==> src/rtl/multiword_adder_seq_if.sv <==
// rtl/multiword_adder_seq_if.sv - request/result handshake bundle for the slice-serial wide adder
interface multiword_adder_seq_if #(
    parameter int N     = 8,
    parameter int WORDS = 4
);
    localparam int W = N * WORDS;

    logic         in_valid;
    logic         in_ready;
    logic [W-1:0] A;
    logic [W-1:0] B;
    logic         c_in;
    logic         out_valid;
    logic         out_ready;
    logic [W-1:0] sum;
    logic         c_out;
    logic         overflow;

    modport master (
        output in_valid, A, B, c_in, out_ready,
        input  in_ready, out_valid, sum, c_out, overflow
    );

    modport slave (
        input  in_valid, A, B, c_in, out_ready,
        output in_ready, out_valid, sum, c_out, overflow
    );
endinterface

==> src/rtl/multiword_adder_seq.sv <==
// rtl/multiword_adder_seq.sv - W-bit adder built by streaming N-bit slices through one N_bit_adder
module N_bit_adder #(
    parameter int N = 8
) (
    input  logic [N-1:0] a,
    input  logic [N-1:0] b,
    input  logic         c_in,
    output logic [N-1:0] sum,
    output logic         c_out
);
    assign {c_out, sum} = {1'b0, a} + {1'b0, b} + {{N{1'b0}}, c_in};
endmodule

module multiword_adder_seq #(
    parameter int N     = 8,
    parameter int WORDS = 4
) (
    input  logic                 clk,
    input  logic                 rst_n,
    multiword_adder_seq_if.slave bus
);
    localparam int W     = N * WORDS;
    localparam int CNT_W = $clog2(WORDS);

    typedef enum logic [1:0] {IDLE, RUN, DONE} state_t;

    state_t           state;
    state_t           next_state;
    logic [W-1:0]     a_sh;
    logic [W-1:0]     b_sh;
    logic [W-1:0]     result;
    logic             carry;
    logic             c_out_q;
    logic             ovf_q;
    logic [CNT_W-1:0] cnt;
    logic [N-1:0]     slice_sum;
    logic             slice_c_out;
    logic             last_slice;
    logic             in_ready;
    logic             out_valid;

    N_bit_adder #(.N(N)) u_slice_adder (
        .a     (a_sh[N-1:0]),
        .b     (b_sh[N-1:0]),
        .c_in  (carry),
        .sum   (slice_sum),
        .c_out (slice_c_out)
    );

    assign last_slice = (cnt == CNT_W'(WORDS - 1));

    always_ff @(posedge clk or negedge rst_n) begin
        if (!rst_n) begin
            state <= IDLE;
        end else begin
            state <= next_state;
        end
    end

    always_comb begin
        next_state = state;
        in_ready   = 1'b0;
        out_valid  = 1'b0;
        case (state)
            IDLE: begin
                in_ready = 1'b1;
                if (bus.in_valid) next_state = RUN;
            end
            RUN: begin
                if (last_slice) next_state = DONE;
            end
            DONE: begin
                out_valid = 1'b1;
                if (bus.out_ready) next_state = IDLE;
            end
            default: next_state = IDLE;
        endcase
    end

    // Operands shift right so the active slice is always at bits [N-1:0];
    // on the last slice those bits hold the operand sign bits.
    always_ff @(posedge clk or negedge rst_n) begin
        if (!rst_n) begin
            a_sh    <= '0;
            b_sh    <= '0;
            result  <= '0;
            carry   <= 1'b0;
            c_out_q <= 1'b0;
            ovf_q   <= 1'b0;
            cnt     <= '0;
        end else begin
            case (state)
                IDLE: begin
                    if (bus.in_valid) begin
                        a_sh  <= bus.A;
                        b_sh  <= bus.B;
                        carry <= bus.c_in;
                        cnt   <= '0;
                    end
                end
                RUN: begin
                    a_sh   <= a_sh >> N;
                    b_sh   <= b_sh >> N;
                    result <= {slice_sum, result[W-1:N]};
                    carry  <= slice_c_out;
                    cnt    <= cnt + CNT_W'(1);
                    if (last_slice) begin
                        c_out_q <= slice_c_out;
                        ovf_q   <= (a_sh[N-1] == b_sh[N-1]) && (slice_sum[N-1] != a_sh[N-1]);
                    end
                end
                default: ;
            endcase
        end
    end

    assign bus.in_ready  = in_ready;
    assign bus.out_valid = out_valid;
    assign bus.sum       = result;
    assign bus.c_out     = c_out_q;
    assign bus.overflow  = ovf_q;
endmodule

==> src/flat_wrapper.sv <==
// flat-port wrapper written by rule: the top's interface ports become plain ports
module multiword_adder_seq_flat 
#(
    parameter int N     = 8,
    parameter int WORDS = 4
)
  (clk, rst_n, bus_in_valid, bus_A, bus_B, bus_c_in, bus_out_ready, bus_in_ready, bus_out_valid, bus_sum, bus_c_out, bus_overflow);
  multiword_adder_seq_if #(.N(N), .WORDS(WORDS)) bus_i ();
  input  logic clk;
  input  logic rst_n;
  input wire logic [$bits(bus_i.in_valid)-1:0] bus_in_valid;
  input wire logic [$bits(bus_i.A)-1:0] bus_A;
  input wire logic [$bits(bus_i.B)-1:0] bus_B;
  input wire logic [$bits(bus_i.c_in)-1:0] bus_c_in;
  input wire logic [$bits(bus_i.out_ready)-1:0] bus_out_ready;
  output wire logic [$bits(bus_i.in_ready)-1:0] bus_in_ready;
  output wire logic [$bits(bus_i.out_valid)-1:0] bus_out_valid;
  output wire logic [$bits(bus_i.sum)-1:0] bus_sum;
  output wire logic [$bits(bus_i.c_out)-1:0] bus_c_out;
  output wire logic [$bits(bus_i.overflow)-1:0] bus_overflow;
  assign bus_i.in_valid = bus_in_valid;
  assign bus_i.A = bus_A;
  assign bus_i.B = bus_B;
  assign bus_i.c_in = bus_c_in;
  assign bus_i.out_ready = bus_out_ready;
  assign bus_in_ready = bus_i.in_ready;
  assign bus_out_valid = bus_i.out_valid;
  assign bus_sum = bus_i.sum;
  assign bus_c_out = bus_i.c_out;
  assign bus_overflow = bus_i.overflow;
  multiword_adder_seq #(.N(N), .WORDS(WORDS)) u_core (.clk(clk), .rst_n(rst_n), .bus(bus_i));
endmodule
==> config.mk <==
export PLATFORM = sky130hd
export DESIGN_NAME = multiword_adder_seq_flat
export DESIGN_NICKNAME = d
export VERILOG_FILES = /design/src/rtl/multiword_adder_seq_if.sv /design/src/rtl/multiword_adder_seq.sv /design/src/flat_wrapper.sv
export SDC_FILE = /design/constraint.sdc
export NUM_CORES = 1
export LEC_CHECK = 0
export BUFFER_PORTS_ARGS = -buffer_cell sky130_fd_sc_hd__buf_2
export CAP_MARGIN = 10
export CORE_MARGIN = 10
export CORE_UTILIZATION = 30
export CTS_BUF_LIST = sky130_fd_sc_hd__clkbuf_16
export CTS_CLUSTER_SIZE = 16
export DETAILED_ROUTE_END_ITERATION = 10
export HOLD_SLACK_MARGIN = 0.02
export PLACE_DENSITY_LB_ADDON = 0.1
export SYNTH_ARGS = -nofsm -noshare
export SYNTH_HDL_FRONTEND = slang
export SYNTH_SLANG_ARGS = --single-unit
export TNS_END_PERCENT = 100
==> constraint.sdc <==
create_clock -name clk -period 5.5 [get_ports clk]
set_input_delay 0.275 -clock clk [delete_from_list [all_inputs] [get_ports clk]]
set_output_delay 0.275 -clock clk [all_outputs]
set_load 0.01 [all_outputs]
== Word-level counts from Yosys, hierarchy flattened ==
Index checks and enable logic that the tools add are counted.

* Input bits: 69
* Logic and storage cells: 39
* Bits in registers: 103

* Reduce and logical (&&, ||, !) cells: 6
* Equal/unequal tests: 8
* Muxes and demuxes: 14
* $add $sub $neg: 3

{| class="wikitable"
|+ Operators by type and width
! operator !! number
|-
| $pmux W32 S2 || 2
|-
| $mux W32 || 2
|-
| $add A8 B8 Y9 || 1
|-
| $add A9 B1 Y9 || 1
|-
| $mux W2 || 4
|-
| $pmux W2 S3 || 1
|-
| $eq A2 B2 Y1 const B || 2
|-
| $ne A2 B2 Y1 const B || 2
|-
| $pmux W2 S2 || 1
|-
| $reduce_and A2 Y1 || 2
|-
| $mux W1 || 3
|-
| $reduce_and A3 Y1 || 1
|-
| $add A2 B1 Y2 const B || 1
|-
| $eq A2 B1 Y1 const B || 1
|-
| $logic_not A2 Y1 || 1
|-
| $ne A2 B1 Y1 const B || 1
|-
| $pmux W1 S2 || 1
|-
| $reduce_bool A2 Y1 || 1
|-
| $eq A1 B1 Y1 || 1
|-
| $logic_and A1 B1 Y1 || 1
|-
| $ne A1 B1 Y1 || 1
|}

== Depth between registers and ports, before layout ==
Gate-level depths: netlist of run 1.

* Depth in word-level cells: 4
* Mapped depth: 7
* Mapped depth without buffers: 6

== Modules after synthesis ==
From an unflattened synthesis of run 1, not the netlist that was laid out.

* Cell total of the unflattened synthesis: 477
* Area, all modules: 4708.3 um2

{| class="wikitable"
|+ Modules (own cells, without submodules)
! module !! cells an instance !! area each (um2) !! seq. area each (um2) !! instances
|-
| multiword_adder_seq || 437 || 4376.7 || 2577.5 || 1
|-
| N_bit_adder || 40 || 331.6 || 0.0 || 1
|}

== Worst setup path after synthesis of run 1 ==
Ideal clock, no wire load.

* Kind: register to register
* Start: register u_core.carry
* End: register u_core.carry
* Setup time: 0.142 ns
* Data arrival time: 1.864 ns
* Required time: 5.358 ns
* Clock period less this slack: 2.006 ns
* Setup slack: 3.494 ns
* Stages on the path, launching flop included: 7
* Path through: dfrtp_1 fa_1 fa_1 a21o_1 a21o_1 a21oi_1 o221ai_1

* Word-level cells in the longest chain between the ends: 2

{| class="wikitable"
|+ RTL lines
! item !! RTL line !! source
|-
| start, declared || multiword_adder_seq.sv:32 || <nowiki>logic carry;</nowiki>
|-
| start signal, assigned || multiword_adder_seq.sv:97 || <nowiki>carry <= bus.c_in;</nowiki>
|-
| start signal, assigned || multiword_adder_seq.sv:105 || <nowiki>carry <= slice_c_out;</nowiki>
|-
| $add A9 B1 Y9 || multiword_adder_seq.sv:11 || <nowiki>assign {c_out, sum} = {1'b0, a} + {1'b0, b} + {{N{1'b0}}, c_in};</nowiki>
|-
| $pmux W1 S2 || multiword_adder_seq.sv:92 || <nowiki>case (state)</nowiki>
|}

Every way passes these cells.
A chain may end at the register's enable or synchronous reset.

== Worst setup path in the final report of run 1 ==
* Start: register u_core.state[0]
* End: register u_core.a_sh[15]

* Word-level cells in the longest chain between the ends: 3
* Elaborated cells between the ends (all ways): 6

{| class="wikitable"
|+ RTL lines
! item !! RTL line !! source
|-
| start, declared || multiword_adder_seq.sv:27 || <nowiki>state_t state;</nowiki>
|-
| start signal, assigned || multiword_adder_seq.sv:56 || <nowiki>state <= next_state;</nowiki>
|-
| $eq A2 B1 Y1 or $logic_not A2 Y1 (tied branches) || multiword_adder_seq.sv:92 ||
|-
| $reduce_bool A2 Y1 (no source line) or $ne A2 B2 Y1 (tied branches) || -- ||
|-
| $reduce_and A2 Y1 (no source line) || -- ||
|-
| end signal, assigned || multiword_adder_seq.sv:95 || <nowiki>a_sh <= bus.A;</nowiki>
|-
| end signal, assigned || multiword_adder_seq.sv:102 || <nowiki>a_sh <= a_sh >> N;</nowiki>
|-
| end, declared || multiword_adder_seq.sv:29 || <nowiki>logic [W-1:0] a_sh;</nowiki>
|}

Parallel ways exist; a longest one is shown, timed or not.

==> reports/qor.csv, run 1 <==
metric;value;unit
M2 GR Usage;0.189;
hold-fix buffers at CTS;1;
Clock Skew;7.46;ps
Worst Path Max Fanout;48;
met3 Use GR;0.0422;
P&R area growth vs syn;20.8;%
Most Used Layer, Global Route;met2;
Initial Utilization;0.308;
hold endpoint;u_core.a_sh[26]$_DFFE_PN0P_;
share of cells above drive strength 1;0.222;
RR Startpoint;u_core.state[0]$_DFFE_PN0P_;
Ys Warns;0;
Synth top area share;0.547;
fin crit period;3090;ps
Synthesized Nets;552;
via density per instance;4.64;
count of cell types in the netlist;35;
logic gate share of total power;0.410;
required time worst endpoint;5700;ps
Clock Sinks;103;
CP Cell Sequence;nor2b_4, buf_4, mux2i_1, o21ai_0;
LEAKAGE;2.79;nW
final period utilization;0.562;
post-detail-place hpwl;8.65;mm
relative slew slack;0.246;
gr usage total;0.120;
Reg2Reg Depth;4;
clk_lat worst skew;350;ps
max incr delay on CP;1050;ps
die width;145;um
core area;15300;sq um
Worst Hold Launch;bus_A[26];
most frequent cells in the layout;118 x nand2_1, 103 x buf_2, 103 x dfrtp_1;
nets;642;
Starting DRT DRC Count;248;
Mapped Avg Cell Area;9.96;sq um
Overflow after GRT;0;
max_cap viols;0;
outcome;finished, final reports clean;
fin. max-slew vios;0;
# DRC;0;
Ant. Diodes;0;
Gates resized, CTS repair;0;
Die ar.;21100;sq um
largest net degree at the start of global routing;76;
grt met1 use;0.153;
clk buf depth;2;
Clk network pwr share;0.189;
RSZ-0062 raised after global routing;no;
CTS buffer count;9;
synthesized instance count;473;
post-route ant nets;0;
worst r2r dst;u_core.a_sh[15]$_DFFE_PN0P_;
Synth area leader;dfrtp_1;
#FFs+latches synth;103;
via count;3613;
fin util;0.372;
WL/cell;16.0;um
htree depth;3;
Peak Freq;324;MHz
Site Rows;45;
crit path launch type;flip-flop;
synth top area cells;dfrtp_1 55%, nand2_1 9.4%, o21ai_0 5.7%;
Worst-Margin Slew;1130;ps
initial antenna violation count;0;
Setup TNS;0;ps
switching share of power;0.403;
number of global-route vias before repair;3847;
Sw Pwr;1.35;mW
Seq/Total Area, Yosys;0.547;
global-route wire length before repair;20.8;mm
chip height;145;um
Hold WC Path Type;primary input to flip-flop;
P_int;2.00;mW
crit path DAT;3290;ps
Clock Tree Root;clkbuf_16;
sequential share of power;0.401;
Cell Area, Synth;4710;sq um
routability cong.;0.747;
CTS tree;built;
total length of routed wires;12.5;mm
maximum vdd drop;0.000258;V
Ports;105;
Post-CTS Setup Inserts;0;
count of final hold-check violations;0;
pwr dens;587;nW/um^2
slowest CP cell;nor2b_4;
most common cell after layout, fill and taps aside;nand2_1;
hold depth;2;
total chip power;3.34;mW
r2r setup slk;2410;ps
crit path kind;flip-flop to flip-flop;
Worst-path clk slew;70;ps
# setup viols final;0;
CP Capture Type;flip-flop;
first drt pass iteration count;4;
Port Buffers;104;
==> state kept, by name (all words and copies together), names as in the netlist <==
signal and flops:
u_core.a_sh 32, u_core.bus.sum 32, u_core.b_sh 32, u_core.carry 1
u_core.bus.c_out 1, u_core.state 2, u_core.bus.overflow 1, u_core.cnt 2
==> critical path, delay by kind of cell (launching register included) <==
kind	cells	cell delay [ps]
AND/OR/NAND/NOR	1	1050
flip-flops	1	950
buffers and inverters	1	590
multiplexers	1	240
AO/OA/AOI/OAI	1	90
==> layer usage <==
layer | vias to the layer above | wire length (um) | share of wire
met4 | 0 | 132 | 0.011
met1 | 1697 | 5930 | 0.47
li1 | 1822 | - | -
met3 | 8 | 731 | 0.059
met5 | - | 0 | 0
met2 | 86 | 5690 | 0.46
==> area by class of cell <==
type	count	area, sq um
sequential	103	2580
multi-input combinational	337	1980
clock inverter	7	65.1
fill	1598	9620
inverter	1	3.75
clock buffer	9	225
timing repair buffer	111	578
tap	211	264
==> how the worst max path moves through the flow <==
stage / startpoint / end / slack [ps] / cells past startpoint
3_3_place_gp: u_core.state[0]$_DFFE_PN0P_ / u_core.b_sh[23]$_DFFE_PN0P_ / 2450 / 4
2_1_floorplan: u_core.carry$_DFFE_PN0P_ / u_core.carry$_DFFE_PN0P_ / 3490 / 6
3_5_place_dp: u_core.state[0]$_DFFE_PN0P_ / u_core.a_sh[6]$_DFFE_PN0P_ / 2350 / 4
5_1_grt: u_core.state[0]$_DFFE_PN0P_ / u_core.a_sh[20]$_DFFE_PN0P_ / 2110 / 4
6_report: u_core.state[0]$_DFFE_PN0P_ / u_core.a_sh[15]$_DFFE_PN0P_ / 2410 / 4
4_1_cts: u_core.state[0]$_DFFE_PN0P_ / u_core.a_sh[6]$_DFFE_PN0P_ / 2330 / 4
==> power groups by stage <==
stage / Combinational, mW / Clock (mW) / Sequential (mW)
2_1_floorplan: 1.03 / 0 / 1.31
3_3_place_gp: 1.37 / 0 / 1.35
3_5_place_dp: 1.40 / 0 / 1.36
4_1_cts: 1.41 / 0.658 / 1.35
5_1_grt: 1.58 / 0.688 / 1.39
6_report: 1.37 / 0.631 / 1.34
==> through the flow <==
stage,area [sq um],instances,setup WS (ps),hold slack (ps)
final,5690,779,2410,147
after global routing,5690,779,2110,126
after CTS,5690,779,2330,132
after detailed placement,5390,762,2350,222
after global placement,5390,762,2450,221
after floorplan,4710,473,3490,-20.6
==> cell usage after synthesis, drive strengths merged <==
cell type  count
a211o          1
a211oi         1
a21o           3
a21oi         31
a22o          17
a22oi         23
a31o           1
and2           1
buf           16
clkbuf        16
dfrtp        103
fa             2
ha             8
inv            1
mux2i         25
nand2        118
nand2b         3
nand3          3
nand4          1
nor2           4
nor2b         25
nor3           2
o2111ai        1
o21a           1
o21ai         57
o21bai         1
o221ai         1
o22ai          1
o31ai          1
or3            1
or4            1
xnor2          3
==> kinds of logic (layout without fill, tap and decap cells) <==
group	after synthesis	in the layout	share of synthesized area
AND/OR/NAND/NOR	159	159	0.146
adder cells (fa/ha/maj)	10	10	0.0297
multiplexers	25	25	0.0531
XOR/XNOR	3	3	0.00558
AO/OA/AOI/OAI	140	140	0.182
flip-flops	103	103	0.547
buffers and inverters	33	128	0.0372
No activity file was read; power rests on OpenSTA's default activity.
==> run 2: changes to the inputs <==
- ABC_AREA: default -> 1
- clock period: 5.5 -> 3.19 ns (I/O delays scaled with it)
==> reports/qor.csv, run 2 <==
metric;value;unit;change
outcome;finished, final reports clean;;unchanged
mux contribution to synthesized area;0;;was 0.0531
LEAKAGE;2.75;nW;was 2.79 nW
# setup viols final;0;;unchanged
# fillers;1640;;was 1598
crit path DAT;1870;ps;was 3290 ps
number of synthesized flops with an enable pin;0;;unchanged
Overflow after GRT;0;;unchanged
via density per instance;4.72;;was 4.64
largest family of logic cells by synthesized area;compound AO/OA/AOI/OAI gates;;unchanged
die width;145;um;about the same
top post-synthesis cells by count;103 x dfrtp_1, 100 x nand2_1, 86 x o21ai_0;;was 118 x nand2_1, 103 x dfrtp_1, 54 x o21ai_0
Synth area leader;dfrtp_1;;unchanged
Setup TNS;0;ps;unchanged
#FFs+latches synth;103;;unchanged
Synth top area share;0.554;;was 0.547
Clock Sinks;103;;unchanged
max_cap viols;0;;unchanged
initial antenna violation count;0;;unchanged
RR Startpoint;u_core.carry$_DFFE_PN0P_;;was u_core.state[0]$_DFFE_PN0P_
ys async rst share;1.00;;unchanged
share of cells above drive strength 1;0.205;;was 0.222
most frequent cells in the layout;103 x buf_2, 103 x dfrtp_1, 100 x nand2_1;;was 118 x nand2_1, 103 x buf_2, 103 x dfrtp_1
Site Rows;45;;unchanged
Clock Tree Root;clkbuf_16;;unchanged
pwr dens;1090;nW/um^2;was 587 nW/um^2
CP Capture Type;output pin;;was flip-flop
worst r2r dst;u_core.carry$_DFFE_PN0P_;;was u_core.a_sh[15]$_DFFE_PN0P_
Reg2Reg Depth;8;;was 4
Place WS;1240;ps;was 2350 ps
count of final hold-check violations;0;;unchanged
Starting DRT DRC Count;185;;was 248
relative slew slack;0.395;;was 0.246
Worst Path Max Fanout;14;;was 48
Worst-Margin Slew;908;ps;was 1130 ps
clk buf depth;2;;unchanged
r2r setup slk;1250;ps;was 2410 ps
Hold WC Path Type;primary input to flip-flop;;unchanged
Initial Utilization;0.306;;was 0.308
crit path kind;flip-flop to output pin;;was flip-flop to flip-flop
Simple-Gate Fraction of Synth Area;0.146;;about the same
Synth Flop Type;dfrtp_1;;unchanged
Ys Warns;0;;unchanged
Cell Area, Synth;4660;sq um;was 4710 sq um
Port Buffers;104;;unchanged
XOR/XNOR Fraction of Synth Area;0.00376;;was 0.00558
Worst-path clk slew;70;ps;about the same
global-route wire length before repair;20.7;mm;was 20.8 mm
hold depth;3;;was 2
maximum vdd drop;0.000357;V;was 0.000258 V
synthesized instance count;527;;was 473
placed cell count;794;;was 762
Die ar.;20900;sq um;was 21100 sq um
final period utilization;0.636;;
RSZ-0062 raised after global routing;no;;unchanged
post-route non-filler standard cell count;811;;was 779
crit path launch type;flip-flop;;unchanged
top-count cell post-synth;dfrtp_1;;was nand2_1
required time worst endpoint;3030;ps;was 5700 ps
Post-Synth Adder-Cell Area;0.0301;;was 0.0297
# DRC;0;;unchanged
synth top area cells;dfrtp_1 55%, o21ai_0 9.2%, nand2_1 8.1%;;was dfrtp_1 55%, nand2_1 9.4%, o21ai_0 5.7%
CTS buffer count;9;;unchanged
Mapped Avg Cell Area;8.83;sq um;was 9.96 sq um
hold endpoint;u_core.a_sh[26]$_DFFE_PN0P_;;unchanged
fin. max-slew vios;0;;unchanged
post-route worst setup slack;1160;ps;was 2410 ps
WL/cell;15.8;um;was 16.0 um
CTS tree;built;;unchanged
first drt pass iteration count;7;;was 4
number of global-route vias before repair;3971;;was 3847
worst hold slack;46.6;ps;was 147 ps
total length of routed wires;12.8;mm;was 12.5 mm
routability cong.;0.819;;was 0.747
Peak Freq;493;MHz;
via count;3824;;was 3613
Ports;105;;unchanged
htree depth;3;;unchanged
Ant. Diodes;0;;unchanged
Worst Hold Launch;bus_A[26];;unchanged
compound-cell area share of the yosys netlist;0.183;;was 0.182
P&R area growth vs syn;20.0;%;was 20.8%
largest net degree at the start of global routing;70;;was 76
post-route ant nets;0;;unchanged
gr usage total;0.127;;was 0.120
clk_lat worst skew;350;ps;about the same
Clock Skew;7.25;ps;was 7.46 ps
count of cell types in the netlist;29;;was 35
chip height;145;um;about the same
core area;15200;sq um;was 15300 sq um
fin crit period;2030;ps;
Synthesized Nets;606;;was 552
Gates resized, CTS repair;0;;unchanged
fin util;0.367;;was 0.372
nets;698;;was 642
post-detail-place hpwl;8.78;mm;was 8.65 mm
Seq/Total Area, Yosys;0.554;;was 0.547
## run 2: how the worst max path moves through the flow
stage / slack, ps / start / endpoint
CTS: 1130 / u_core.state[0]$_DFFE_PN0P_ / bus_in_ready
global route: 1030 / u_core.state[0]$_DFFE_PN0P_ / bus_in_ready
finish: 1160 / u_core.state[0]$_DFFE_PN0P_ / bus_in_ready
floorplan: 1410 / u_core.carry$_DFFE_PN0P_ / u_core.carry$_DFFE_PN0P_
global placement: 1290 / u_core.carry$_DFFE_PN0P_ / u_core.carry$_DFFE_PN0P_
detailed placement: 1240 / u_core.carry$_DFFE_PN0P_ / u_core.carry$_DFFE_PN0P_
## run 2: final cells by class
type	count	area (sq um)	share of cell area
flip-flops and latches	103	2580	0.461
multi-input cells	334	1690	0.303
repair buffers	113	608	0.109
well taps	188	235	0.0421
clock buffers	9	225	0.0403
inverters	58	218	0.0390
clock inverters	6	31.3	0.00560
## run 2: report_power, final
part           internal [mW]  switching, mW  total [mW]
Clock                  0.515          0.470       0.985
Sequential              1.92          0.357        2.28
Combinational           1.03           1.82        2.85
## run 2: repair_timing
item / 4_1_cts / 5_1_grt
endpoints found under the hold margin: 68 / 0
hold buffers: 2 / 0
setup buffers: 0 / 0
## run 2: kinds of logic (layout without fill, tap and decap cells)
logic type | Yosys count | in the layout
AOI/OAI and AO/OA | 155 | 155
and+or+nand+nor | 167 | 167
xor gates and xnor gates | 2 | 2
DFF | 103 | 103
buffers and inverters | 90 | 186
adders and majority gates | 10 | 10
## run 2: through the flow
| stage | area, sq um | total power, mW |
|---|---|---|
| final | 5590 | 6.11 |
| after global routing | 5590 | 6.78 |
| after CTS | 5590 | 6.25 |
| after detailed placement | 5310 | 5.21 |
| after global placement | 5310 | 5.16 |
| after floorplan | 4660 | 4.34 |
## run 2: critical path, cell delays in order (launching register included)
cell	delay, ps
dfrtp_1	460
nor2_2	600
buf_4	310
buf_2	150
## run 2: layer usage
layer | global-route usage | routed length, um | vias to the layer above
li1 | - | - | 1925
met1 | 0.164 | 5980 | 1783
met2 | 0.188 | 5650 | 102
met3 | 0.0525 | 886 | 14
met4 | 0.0426 | 260 | 0
met5 | 0 | 0 | -
